[src/rtl/hdmi_tmds_pkg.sv]
// rtl/hdmi_tmds_pkg.sv - shared TMDS symbol types, symbol tables and helpers
package hdmi_tmds_pkg;

    // Symbol type carried through the encoder pipeline
    typedef enum logic [2:0] {
        TMDS_VIDEO  = 3'd0,
        TMDS_CTRL   = 3'd1,
        TMDS_TERC4  = 3'd2,
        TMDS_VGUARD = 3'd3,
        TMDS_DGUARD = 3'd4
    } tmds_mode_e;

    // Control symbols indexed by {c1,c0}
    localparam logic [9:0] CTRL_SYM [4] = '{
        10'b1101010100, 10'b0010101011, 10'b0101010100, 10'b1010101011
    };

    // TERC4 data-island symbols indexed by nibble
    localparam logic [9:0] TERC4_SYM [16] = '{
        10'b1010011100, 10'b1001100011, 10'b1011100100, 10'b1011100010,
        10'b0101110001, 10'b0100011110, 10'b0110001110, 10'b0100111100,
        10'b1011001100, 10'b0100111001, 10'b0110011100, 10'b1011000110,
        10'b1010001110, 10'b1001110001, 10'b0101100011, 10'b1011000011
    };

    // Video leading guard band, one entry per channel
    localparam logic [9:0] VGUARD_SYM [3] = '{
        10'b1011001100, 10'b0100110011, 10'b1011001100
    };

    // Data-island guard band for channels 1 and 2 (channel 0 sends TERC4)
    localparam logic [9:0] DGUARD_SYM = 10'b0100110011;

    function automatic logic [3:0] popcount8(input logic [7:0] d);
        logic [3:0] n;
        n = '0;
        for (int i = 0; i < 8; i++) begin
            n = n + {3'b000, d[i]};
        end
        return n;
    endfunction

endpackage

[src/rtl/tmds_encoder.sv]
// rtl/tmds_encoder.sv - two-stage TMDS 8b/10b / control / TERC4 / guard symbol encoder
module tmds_encoder
    import hdmi_tmds_pkg::*;
#(
    parameter int CHANNEL = 0
) (
    input  logic       clk_pixel,
    input  logic       reset,
    input  logic [2:0] mode,
    input  logic [7:0] video_data,
    input  logic [1:0] control_data,
    input  logic [3:0] terc4_data,
    output logic [9:0] tmds
);

    localparam logic [1:0] CH_IDX = CHANNEL[1:0];

    tmds_mode_e        mode_d, mode_q;
    logic [8:0]        qm_d, qm_q;
    logic [3:0]        ones_d, ones_q;
    logic [1:0]        ctrl_d, ctrl_q;
    logic [3:0]        terc_d, terc_q;

    logic [9:0]        tmds_d, tmds_q;
    logic signed [5:0] cnt_d, cnt_q;

    // Stage 1: transition-minimise the pixel byte and normalise reserved modes to control
    always_comb begin : s1_comb
        logic [3:0] n1;
        logic       use_xnor;
        logic [8:0] qm;
        n1       = popcount8(video_data);
        use_xnor = (n1 > 4'd4) || ((n1 == 4'd4) && !video_data[0]);
        qm       = '0;
        qm[0]    = video_data[0];
        for (int i = 1; i < 8; i++) begin
            qm[i] = use_xnor ? ~(qm[i-1] ^ video_data[i]) : (qm[i-1] ^ video_data[i]);
        end
        qm[8]  = ~use_xnor;
        qm_d   = qm;
        ones_d = popcount8(qm[7:0]);
        mode_d = (mode > 3'd4) ? TMDS_CTRL : tmds_mode_e'(mode);
        ctrl_d = control_data;
        terc_d = terc4_data;
    end

    // Stage 1 registers; reset loads a control-00 bubble
    always_ff @(posedge clk_pixel or posedge reset) begin
        if (reset) begin
            mode_q <= TMDS_CTRL;
            qm_q   <= '0;
            ones_q <= '0;
            ctrl_q <= '0;
            terc_q <= '0;
        end else begin
            mode_q <= mode_d;
            qm_q   <= qm_d;
            ones_q <= ones_d;
            ctrl_q <= ctrl_d;
            terc_q <= terc_d;
        end
    end

    // Stage 2: DC balancing for video, table lookup for everything else
    always_comb begin : s2_comb
        logic signed [5:0] diff;
        logic              q8;
        diff   = $signed({1'b0, ones_q, 1'b0}) - 6'sd8;
        q8     = qm_q[8];
        tmds_d = CTRL_SYM[ctrl_q];
        cnt_d  = '0;
        case (mode_q)
            TMDS_VIDEO: begin
                if ((cnt_q == 6'sd0) || (diff == 6'sd0)) begin
                    tmds_d = {~q8, q8, q8 ? qm_q[7:0] : ~qm_q[7:0]};
                    cnt_d  = q8 ? (cnt_q + diff) : (cnt_q - diff);
                end else if ((cnt_q > 6'sd0 && diff > 6'sd0) ||
                             (cnt_q < 6'sd0 && diff < 6'sd0)) begin
                    tmds_d = {1'b1, q8, ~qm_q[7:0]};
                    cnt_d  = cnt_q + (q8 ? 6'sd2 : 6'sd0) - diff;
                end else begin
                    tmds_d = {1'b0, q8, qm_q[7:0]};
                    cnt_d  = cnt_q - (q8 ? 6'sd0 : 6'sd2) + diff;
                end
            end
            TMDS_TERC4:  tmds_d = TERC4_SYM[terc_q];
            TMDS_VGUARD: tmds_d = VGUARD_SYM[CH_IDX];
            TMDS_DGUARD: tmds_d = (CHANNEL == 0) ? TERC4_SYM[terc_q] : DGUARD_SYM;
            default:     tmds_d = CTRL_SYM[ctrl_q];
        endcase
    end

    // Stage 2 registers: output symbol and running disparity
    always_ff @(posedge clk_pixel or posedge reset) begin
        if (reset) begin
            tmds_q <= CTRL_SYM[0];
            cnt_q  <= '0;
        end else begin
            tmds_q <= tmds_d;
            cnt_q  <= cnt_d;
        end
    end

    assign tmds = tmds_q;

endmodule
[config.mk]
export PLATFORM = sky130hd
export DESIGN_NAME = tmds_encoder
export DESIGN_NICKNAME = d
export VERILOG_FILES = /design/src/rtl/hdmi_tmds_pkg.sv /design/src/rtl/tmds_encoder.sv
export SDC_FILE = /design/constraint.sdc
export NUM_CORES = 1
export LEC_CHECK = 0
export ABC_AREA = 1
export CAP_MARGIN = 20
export CORE_MARGIN = 2
export CORE_UTILIZATION = 23
export CTS_BUF_LIST = sky130_fd_sc_hd__clkbuf_8
export DETAILED_ROUTE_END_ITERATION = 12
export PLACE_DENSITY_LB_ADDON = 0.15
export SYNTH_ARGS = -nofsm -noshare
export SYNTH_HDL_FRONTEND = slang
export SYNTH_SLANG_ARGS = --single-unit
[constraint.sdc]
create_clock -name clk_pixel -period 2.8 [get_ports clk_pixel]
set_clock_uncertainty 0.2 [all_clocks]
set_input_delay 0.56 -clock clk_pixel [delete_from_list [all_inputs] [get_ports clk_pixel]]
set_output_delay 0.56 -clock clk_pixel [all_outputs]
set_load 0.01 [all_outputs]
==> results of run 1 <==
## placed cells by master, fill, tap and decap left out, drive strengths merged, types with 2 or more instances in the layout
cell type and n:
buf 56, o21ai 20, nand2 70, or2 2, clkbuf 5, inv 89, dfstp 6, xnor2 5
xor2 9, dfrtp 31, nand4 2, clkinv 3, ha 36, a21oi 15, o21a 2, o211ai 4
clkdlybuf4s50 25, fa 13, nor2 20, nand3 66
## cell type report
class                      count  area (sq um)  share of cell area [%]
multi-input combinational    270          1980                    46.0
timing repair buffer          81           721                    16.8
inverter                      89           349                    8.12
clock buffer                   5          68.8                    1.60
clock inverter                 3          22.5                   0.524
sequential                    37           933                    21.7
tap                          180           225                    5.24
## worst max-delay path: cells and delay by family
kind / cells / cell delay [ns]
AND/OR/NAND/NOR: 2 / 0.17
buffers and inverters: 7 / 0.38
AO/OA/AOI/OAI: 1 / 0.21
adder cells (fa/ha/maj): 10 / 4.07
XOR/XNOR: 1 / 0.17
## registers in the layout, indices dropped and copies added (netlist names)
register / count
ctrl_q: 2
qm_q: 9
tmds: 10
cnt_q: 5
mode_q: 3
ones_q: 4
terc_q: 4
## where the power goes
| part | internal, mW | leakage, nW | switching, mW |
|---|---|---|---|
| clock | 0.176 | 0.0481 | 0.198 |
| sequential | 0.695 | 0.440 | 0.0896 |
| combinational | 1.46 | 1.73 | 1.75 |
| total | 2.33 | 2.21 | 2.04 |
## cell usage after synthesis, drive strengths merged, types with 2 or more instances
| master | count | area (sq um) |
|---|---|---|
| o21ai | 20 | 100 |
| nand2 | 70 | 288 |
| inv | 89 | 334 |
| nand4 | 2 | 18.8 |
| buf | 3 | 17.5 |
| dfstp | 6 | 158 |
| o21a | 2 | 15.0 |
| nor2 | 20 | 82.6 |
| a21oi | 15 | 86.3 |
| nand3 | 66 | 403 |
| fa | 13 | 260 |
| dfrtp | 31 | 776 |
| or2 | 2 | 12.5 |
| o211ai | 4 | 30.0 |
| ha | 36 | 450 |
| xnor2 | 5 | 43.8 |
| xor2 | 9 | 78.8 |
## cell families (layout without fill, tap and decap cells)
family          after synthesis  in the layout  synth area share, %
compound gates               44             44                 8.01
xor+xnor                     14             14                 3.83
fa+ha+maj                    49             49                 22.2
buf+inv                      92            178                 11.0
flops                        37             37                 29.1
mux                           1              1                0.352
simple gates                162            162                 25.5
## worst paths after layout
check,start,to,slack (ns),cells after the start
hold reg to reg,qm_q[4]$_DFF_PP0_,tmds[4]$_DFF_PP1_,0.37,3
max in group asynchronous,reset,tmds[9]$_DFF_PP1_,1.56,3
setup / recovery,video_data[0],ones_q[1]$_DFF_PP0_,-2.78,21
hold / removal,video_data[0],qm_q[0]$_DFF_PP0_,0.30,2
setup reg to reg,ones_q[2]$_DFF_PP0_,cnt_q[5]$_DFF_PP0_,0.21,11
min in group asynchronous,reset,tmds[3]$_DFF_PP0_,0.47,3
## repair_timing
item,in CTS,in global routing
resized for setup,17,21
buffers inserted,6,9
setup endpoints to repair,9,9
pin swaps,13,14
hold endpoints to repair,0,0
## layer usage
metal  GRT usage (%)  wire (um)  up-vias
met2            17.1       3460       33
met3            1.36        162        2
li1                -          -     1425
met5               0          0        -
met1            14.4       3650     1252
met4            2.16         38        0
==> impl_results.md, run 1 <==
- Fin area: roughly 4300 sq um
- CTS clk-pin slew, worst paths: 0.08 ns
- CTS buffer count: 5
- Async SR Flop Fraction: 100%
- Yosys warning total: 0
- Mapped cell area: around 3200 sq um
- Final worst slack: -2.78 ns
- Layout cells sized above 1: 25.4%
- PwrDens: slightly above 1000 nW/um^2
- Post-route ant nets: 0
- Crit-path max cell delay: 0.54 ns
- Endpoints failing hold: 0
- Library cells used by synthesis: 33
- Die W: around 120 um
- Deepest clock path buffer count: 2
- Worst-path fanout max: 3
- Req. time, crit path: 2.79 ns
- Yosys reg bits: 37
- Hold Path Class: input port to register
- RSZ-0062 raised after global routing: yes
- Fillers: 1446
- IO buf count: 28
- WHS: 0.301 ns
- Max VDD drop: 302 uV
- Post-synthesis cell count: 399
- Residual DRC: 0
- CP Cell Sequence: buf_8, inv_4, fa_1, fa_1, fa_1, inv_1, ha_2, fa_2, nor2_2, nand2_2, a21oi_4, xor2_2, inv_1, fa_1, fa_1, fa_1, inv_2, ha_4, inv_2, fa_2, inv_1
- DP Worst Slack: -3.67 ns
- Power consumption: 4.37 mW
- Critical Path Start Type: input port
- Sink Count: 37
- Placement row count: 43
- Root cell of the clock tree: clkbuf_8
- Static leakage: 2.21 nW
- CP Capture Type: register
- Area of the core: between 10000 and 15000 sq um
- Worst-Skew Late Latency: 0.29 ns
- First-pass GRT wire length: 12.4 mm
- GRT Residual Overflow: 0
- Initial antenna violation count: 0
- Failing checks: negative setup slack
- Largest net degree at the start of global routing: 38
- First-pass DRT Iterations: 4
- Main synth FF type: dfrtp_1
- Vias in the first global route: approximately 2.7k
- Vias: about 2.7k
- Status: finished with violations
- Wirelength per Cell: 11.0 um
- Cell mode on critical path: fa_1
- Final Core Density: 31.3%
- Max-slew headroom: a little over two thirds
- Max cap viols: 0
- Setup TNS: -15.05 ns
- Fmax: around 180 MHz
- Die outline height: 122 um
- Setup violators final: 9
- H-tree depth: 2
- Worst Max-Slew Pin Slew: around 0.45 ns
- Register area share after synthesis: 29.1%
- Final-report max-slew violation count: 0
- Post-DP HPWL: roughly 6 mm
- Period utilisation layout: 199%
- Post-DP Area: ~4100 sq um
- Setup CP Type: input port to register
- Die footprint: 14900 sq um
- Vias per inst: 4.08
- Final Non-Filler Cells: about 670
- CTS tree: done
- GRT Total Usage: between 10% and 20%
- Area delta synth->final: 34.2%
- Syn Nets: 467
- DP Cell Count: 648
- Initial core utilization: a little under a quarter
- Inserted Diodes: 0
- Synthesized area per cell: around 8 sq um
- DRT Wirelength: roughly 7.3 mm
- Arr. time, crit path: 5.57 ns
- Slowest-stage cell, CP: fa_1
- I/O pin total: 29
- Final min period: 5.58 ns
- Post-synth EDFFs: 0
- Gpl congestion: about 0.8
- Fin nets: 552
- Drt initial violations: 216
- Post-CTS Hold Fix Bufs: 0
(Power assumes the default switching activity.)
==> run 2: changes to the inputs <==
==> constraint.sdc (replaced) <==
create_clock -name clk_pixel -period 2.8 [get_ports clk_pixel]
set_clock_uncertainty 0.2 [all_clocks]
set_input_delay 0.42 -clock clk_pixel [delete_from_list [all_inputs] [get_ports clk_pixel]]
set_output_delay 0.42 -clock clk_pixel [all_outputs]
set_load 0.01 [all_outputs]
==> run 2 against run 1 <==
The run still ends with negative setup slack left; core utilization hardly changed; hold slack lost 0.15 ns; via count grew 1.3%; final cell count shrank 0.15%; critical endpoint unchanged; largest cell class unchanged.
==> impl_results.md, run 2 (same netlist as run 1, synthesis figures left out) <==
- Status: finished with violations
- Failing checks: negative setup slack
- Largest net degree at the start of global routing: 38
- CP Cell Sequence: buf_8, inv_4, fa_1, fa_1, fa_1, inv_2, ha_4, fa_2, nor2_1, nand2_1, a21oi_4, xnor2_2, inv_1, fa_1, fa_1, fa_1, inv_2, ha_4, inv_2, fa_2, inv_2
- GRT Residual Overflow: 0
- Power consumption: 4.42 mW
- Placement row count: 43
- Most common cell after layout, fill and taps aside: inv_1
- Die footprint: approximately 15000 sq um
- Reg2Reg Setup Slack: 0.24 ns
- Vias: 2746
- Crit-path max cell delay: 0.56 ns
- Initial core utilization: 23.3%
- Arr. time, crit path: about 5.5 ns
- Hold Path Class: input port to register
- Root cell of the clock tree: clkbuf_8
- Final-report max-slew violation count: 0
- Reg2reg start: ones_q[2]$_DFF_PP0_
- Critical path buffers and inverters: 7
- Fin nets: 551
- Req. time, crit path: ~2.8 ns
- CP Capture Type: register
- Crit path depth: 21
- Final Non-Filler Cells: about 660
- DR WL met2: 3.64 mm
- Drt initial violations: 147
- Slowest-stage cell, CP: fa_1
- Sink Count: 37
- Max Used Layer: met4
- DP Cell Count: 648
- Final min period: 5.50 ns
- Endpoints failing hold: 0
- Inserted Diodes: 0
- CP startpoint: video_data[0]
- Area of the core: 13700 sq um
- PwrDens: 1030 nW/um^2
- Cell mode on critical path: fa_1
- Crit path max-delay family: adder cells
- Critical path capture point: ones_q[1]$_DFF_PP0_
- Die W: 122 um
- Post-DP HPWL: between 6 and 7 mm
- CTS buffer count: 5
- GRT Total Usage: 10.9%
- Residual DRC: 0
- H-tree depth: 2
- RSZ-0062 raised after global routing: yes
- Worst-path fanout max: 3
- Max cap viols: 0
- Worst Max-Slew Pin Slew: 0.471 ns
- Fillers: 1464
- IO buf count: 28
- Critical Path Start Type: input port
- First-pass GRT wire length: 13.2 mm
- Static leakage: 2.21 nW
- DRT met1 WL: 3.72 mm
- DRT Wirelength: 7.64 mm
- Fmax: between 150 and 200 MHz
- Area delta synth->final: 34.1%
- Sequential cell area: 933 sq um
- Worst-Skew Late Latency: 0.29 ns
- Die outline height: 122 um
- I/O pin total: 29
- Setup CP Type: input port to register
- RR Endpoint: cnt_q[5]$_DFF_PP0_
- Worst r2r path cells: 11
- Initial antenna violation count: 0
- Final Core Density: 31.3%
- Most frequent cells in the layout: inv_1, nand2_1, nand3_1
- Max VDD drop: 334 uV
- First-pass DRT Iterations: 4
- Wirelength per Cell: ~12 um
- Area occupied by multi-input gates: 1990 sq um
- Post-route ant nets: 0
- WL met3: 203 um
- Max reg flops: 10
- Max-slew headroom: 68.6%
- Vias in the first global route: ~2.8k
- Gpl congestion: 0.829
- Vias per inst: 4.14
- Layout cells sized above 1: 24.8%
- CTS tree: done
- Deepest clock path buffer count: 2
- Final worst slack: -2.70 ns
- CTS clk-pin slew, worst paths: 0.07 ns
- Setup violators final: 9
- Period utilisation layout: 196%
-- run 2: changes by cell type in the layout (fill, tap and decap cells not counted), sizes merged --
cell and change:
buf -1, clkbuf +1, inv +2, clkinv -3
-- run 2: final cells by class --
| class | count | area share (%) |
|---|---|---|
| Timing Repair Buffer | 80 | 16.6 |
| Multi-Input combinational cell | 270 | 46.2 |
| Tap cell | 180 | 5.24 |
| Clock buffer | 6 | 1.92 |
| Inverter | 89 | 8.13 |
| Clock inverter | 2 | 0.175 |
| Sequential cell | 37 | 21.7 |
-- run 2: power by group --
group          total [mW]  internal, mW  switching, mW
Sequential          0.785         0.695         0.0895
Combinational        3.25          1.47           1.79
Clock               0.382         0.194          0.188
-- run 2: through the flow --
stage | setup WS (ns) | instance area [sq um] | hold slack, ns | setup TNS (ns)
after floorplan | -2.76 | 3230 | 0.251 | -12.98
after global placement | -3.42 | 4050 | 0.363 | -19.72
after detailed placement | -3.56 | 4050 | 0.367 | -20.61
after CTS | -2.94 | 4270 | 0.182 | -14.98
after global routing | -2.87 | 4300 | 0.153 | -15.44
final | -2.70 | 4300 | 0.155 | -14.04
-- run 2: worst min path at each step --
stage	from	end	cells past startpoint
floorplan	control_data[0]	ctrl_q[0]$_DFF_PP0_	0
detailed placement	qm_q[2]$_DFF_PP0_	tmds[2]$_DFF_PP1_	3
global route	video_data[0]	qm_q[0]$_DFF_PP0_	2
global placement	qm_q[4]$_DFF_PP0_	tmds[4]$_DFF_PP1_	3
finish	video_data[0]	qm_q[0]$_DFF_PP0_	2
CTS	video_data[0]	qm_q[0]$_DFF_PP0_	2
-- run 2: per-layer routing --
metal	GRT usage (%)	vias to the layer above
met4	2.37	0
met1	14.9	1273
met2	18.4	42
met5	0	-
li1	-	1422
met3	1.26	9
-- run 2: repair_timing --
action / CTS / global route
pin swaps: 14 / 14
hold buffers: 0 / 0
setup buffers: 10 / 1
endpoints found under the setup margin: 9 / 9
resized for setup: 31 / 7
-- run 2: worst register-to-register path: stages, from the launching register on --
cell	delay, ns
dfrtp_1	0.43
inv_1	0.11
ha_1	0.36
ha_1	0.30
inv_1	0.06
ha_1	0.33
a21oi_1	0.16
o21a_1	0.15
xor2_1	0.15
nand2_1	0.06
nand2_1	0.06
a21oi_1	0.07
==> run 3: changes to the inputs <==
--- a/config.mk
+++ b/config.mk
@@ -7,7 +7,7 @@
 export LEC_CHECK = 0
 export ABC_AREA = 1
 export CAP_MARGIN = 20
-export CORE_MARGIN = 2
+export CORE_MARGIN = 8
 export CORE_UTILIZATION = 23
 export CTS_BUF_LIST = sky130_fd_sc_hd__clkbuf_8
 export DETAILED_ROUTE_END_ITERATION = 12
==> run 3 against run 2 <==
The flow still finishes with violations (negative setup slack); final cell count fell by 0.45%; core utilization about the same; sequential share of layout area about the same; largest cell class unchanged; hold slack about the same; clock power increased by 28%; setup slack improved by 0.0059 ns; count of clock-buffer cells in the layout unchanged; total power up 1.6%; sequential power barely moved; die area increased by 21%; critical path depth unchanged; global-route usage fell by 2.0 points; largest power group unchanged; highest routed layer unchanged.
==> impl_results.md, run 3 (same netlist as run 1, synthesis figures left out) <==
- Status: finished with violations
- Failing checks: negative setup slack
- Static leakage: 2.20 nW
- Final worst slack: -2.69 ns
- Most frequent cells in the layout: inv_1, nand2_1, nand3_1
- Period utilisation layout: 196%
- Area of the core: 13700 sq um
- Worst-Skew Late Latency: between 0.2 and 0.3 ns
- Initial antenna violation count: 0
- IO buf count: 28
- Root cell of the clock tree: clkbuf_8
- Largest net degree at the start of global routing: 38
- Post-route ant nets: 0
- Post-CTS Hold Fix Bufs: 0
- Max cap viols: 0
- Layout cells sized above 1: approximately a quarter
- DP Worst Slack: -3.55 ns
- Drt initial violations: around 120
- GRT Total Usage: 8.88%
- PwrDens: 1050 nW/um^2
- I/O pin total: 29
- Inserted Diodes: 0
- Arr. time, crit path: approximately 5.5 ns
- Initial core utilization: between 20% and 30%
- Fmax: approximately 180 MHz
- CP Capture Type: register
- Area delta synth->final: 34.0%
- CTS tree: done
- Vias per inst: slightly above 4
- Placement row count: 43
- Worst Max-Slew Pin Slew: 0.469 ns
- Die outline height: about 130 um
- Final min period: 5.49 ns
- Most common cell after layout, fill and taps aside: inv_1
- Post-DP HPWL: 6.26 mm
- Deepest clock path buffer count: 2
- Fin nets: 548
- Req. time, crit path: 2.79 ns
- CTS buffer count: 5
- Wirelength per Cell: between 10 and 15 um
- Fillers: 1452
- Max VDD drop: around 280 uV
- Worst-path fanout max: 3
- Hold Path Class: input port to register
- Endpoints failing hold: 0
- Critical Path Start Type: input port
- H-tree depth: 2
- Setup TNS: -13.67 ns
- Final-report max-slew violation count: 0
- RSZ-0062 raised after global routing: yes
- Residual DRC: 0
- DRT Wirelength: 7.69 mm
- First-pass DRT Iterations: 4
- Die W: around 130 um
- Setup violators final: 9
- Vias: roughly 2.7k
- First-pass GRT wire length: 13.2 mm
- Vias in the first global route: approximately 2.8k
- Gpl congestion: 0.813
- Sink Count: 37
- Max reg flops: 10
- Setup CP Type: input port to register
- Die footprint: 18000 sq um
- WHS: 0.155 ns
- GRT Residual Overflow: 0
- Power consumption: about 4.5 mW
- CTS clk-pin slew, worst paths: roughly 0.08 ns
- Max-slew headroom: between 60 and 70%
run 3: metal layers:
layer | up-vias | GRT usage, % | routed length [um]
met2 | 49 | 14.7 | 3570
met3 | 8 | 1.65 | 269
met5 | - | 0 | 0
met1 | 1218 | 11.4 | 3760
li1 | 1418 | - | -
met4 | 0 | 2.74 | 92
run 3: final cells by class:
class | instances | area [sq um] | area share [%]
clock buffer | 6 | 82.6 | 1.92
sequential | 37 | 933 | 21.7
multi-input combinational | 270 | 1980 | 46.1
clock inverter | 2 | 37.5 | 0.875
timing repair buffer | 77 | 686 | 16.0
tap | 180 | 225 | 5.25
inverter | 89 | 349 | 8.13
run 3: repair_timing:
action / 4_1_cts / 5_1_grt
setup endpoints to repair: 9 / 9
gates resized for setup: 18 / 17
gates cloned: 0 / 0
pin swaps: 14 / 14
buffers inserted: 6 / 6
run 3: through the flow:
stage	util [%]	cell area, sq um	cells
2_1_floorplan	-	3230	399
3_3_place_gp	29.4	4030	645
3_5_place_dp	29.4	4030	645
4_1_cts	30.6	4200	658
5_1_grt	31.3	4290	661
6_report	31.3	4290	661
run 3: worst max-delay path: stages:
cell and delay [ns]:
buf_8 0.08, inv_4 0.03, fa_1 0.49, fa_1 0.56
fa_1 0.42, inv_2 0.08, ha_4 0.13, fa_2 0.42
nor2_1 0.09, nand2_1 0.09, a21oi_4 0.23, xnor2_2 0.15
inv_1 0.07, fa_1 0.52, fa_1 0.43, fa_1 0.47
inv_2 0.08, ha_4 0.12, inv_2 0.03, fa_2 0.52
inv_1 0.04
run 3: path summary, 6_finish.rpt:
check	startpoint	endpoint	slack (ns)	depth (start not counted)
setup reg to reg	ones_q[2]$_DFF_PP0_	cnt_q[5]$_DFF_PP0_	0.23	11
hold / removal	video_data[0]	qm_q[0]$_DFF_PP0_	0.15	2
min in group asynchronous	reset	ctrl_q[0]$_DFF_PP0_	0.33	3
max in group asynchronous	reset	tmds[9]$_DFF_PP1_	1.70	3
setup / recovery	video_data[0]	ones_q[1]$_DFF_PP0_	-2.69	21
hold reg to reg	qm_q[4]$_DFF_PP0_	tmds[4]$_DFF_PP1_	0.37	3
run 3: power by group:
| part | switching (mW) | leakage [nW] | internal, mW |
|---|---|---|---|
| logic | 1.77 | 1.70 | 1.44 |
| registers | 0.0923 | 0.440 | 0.695 |
| clock network | 0.199 | 0.0574 | 0.290 |
| total | 2.06 | 2.20 | 2.43 |
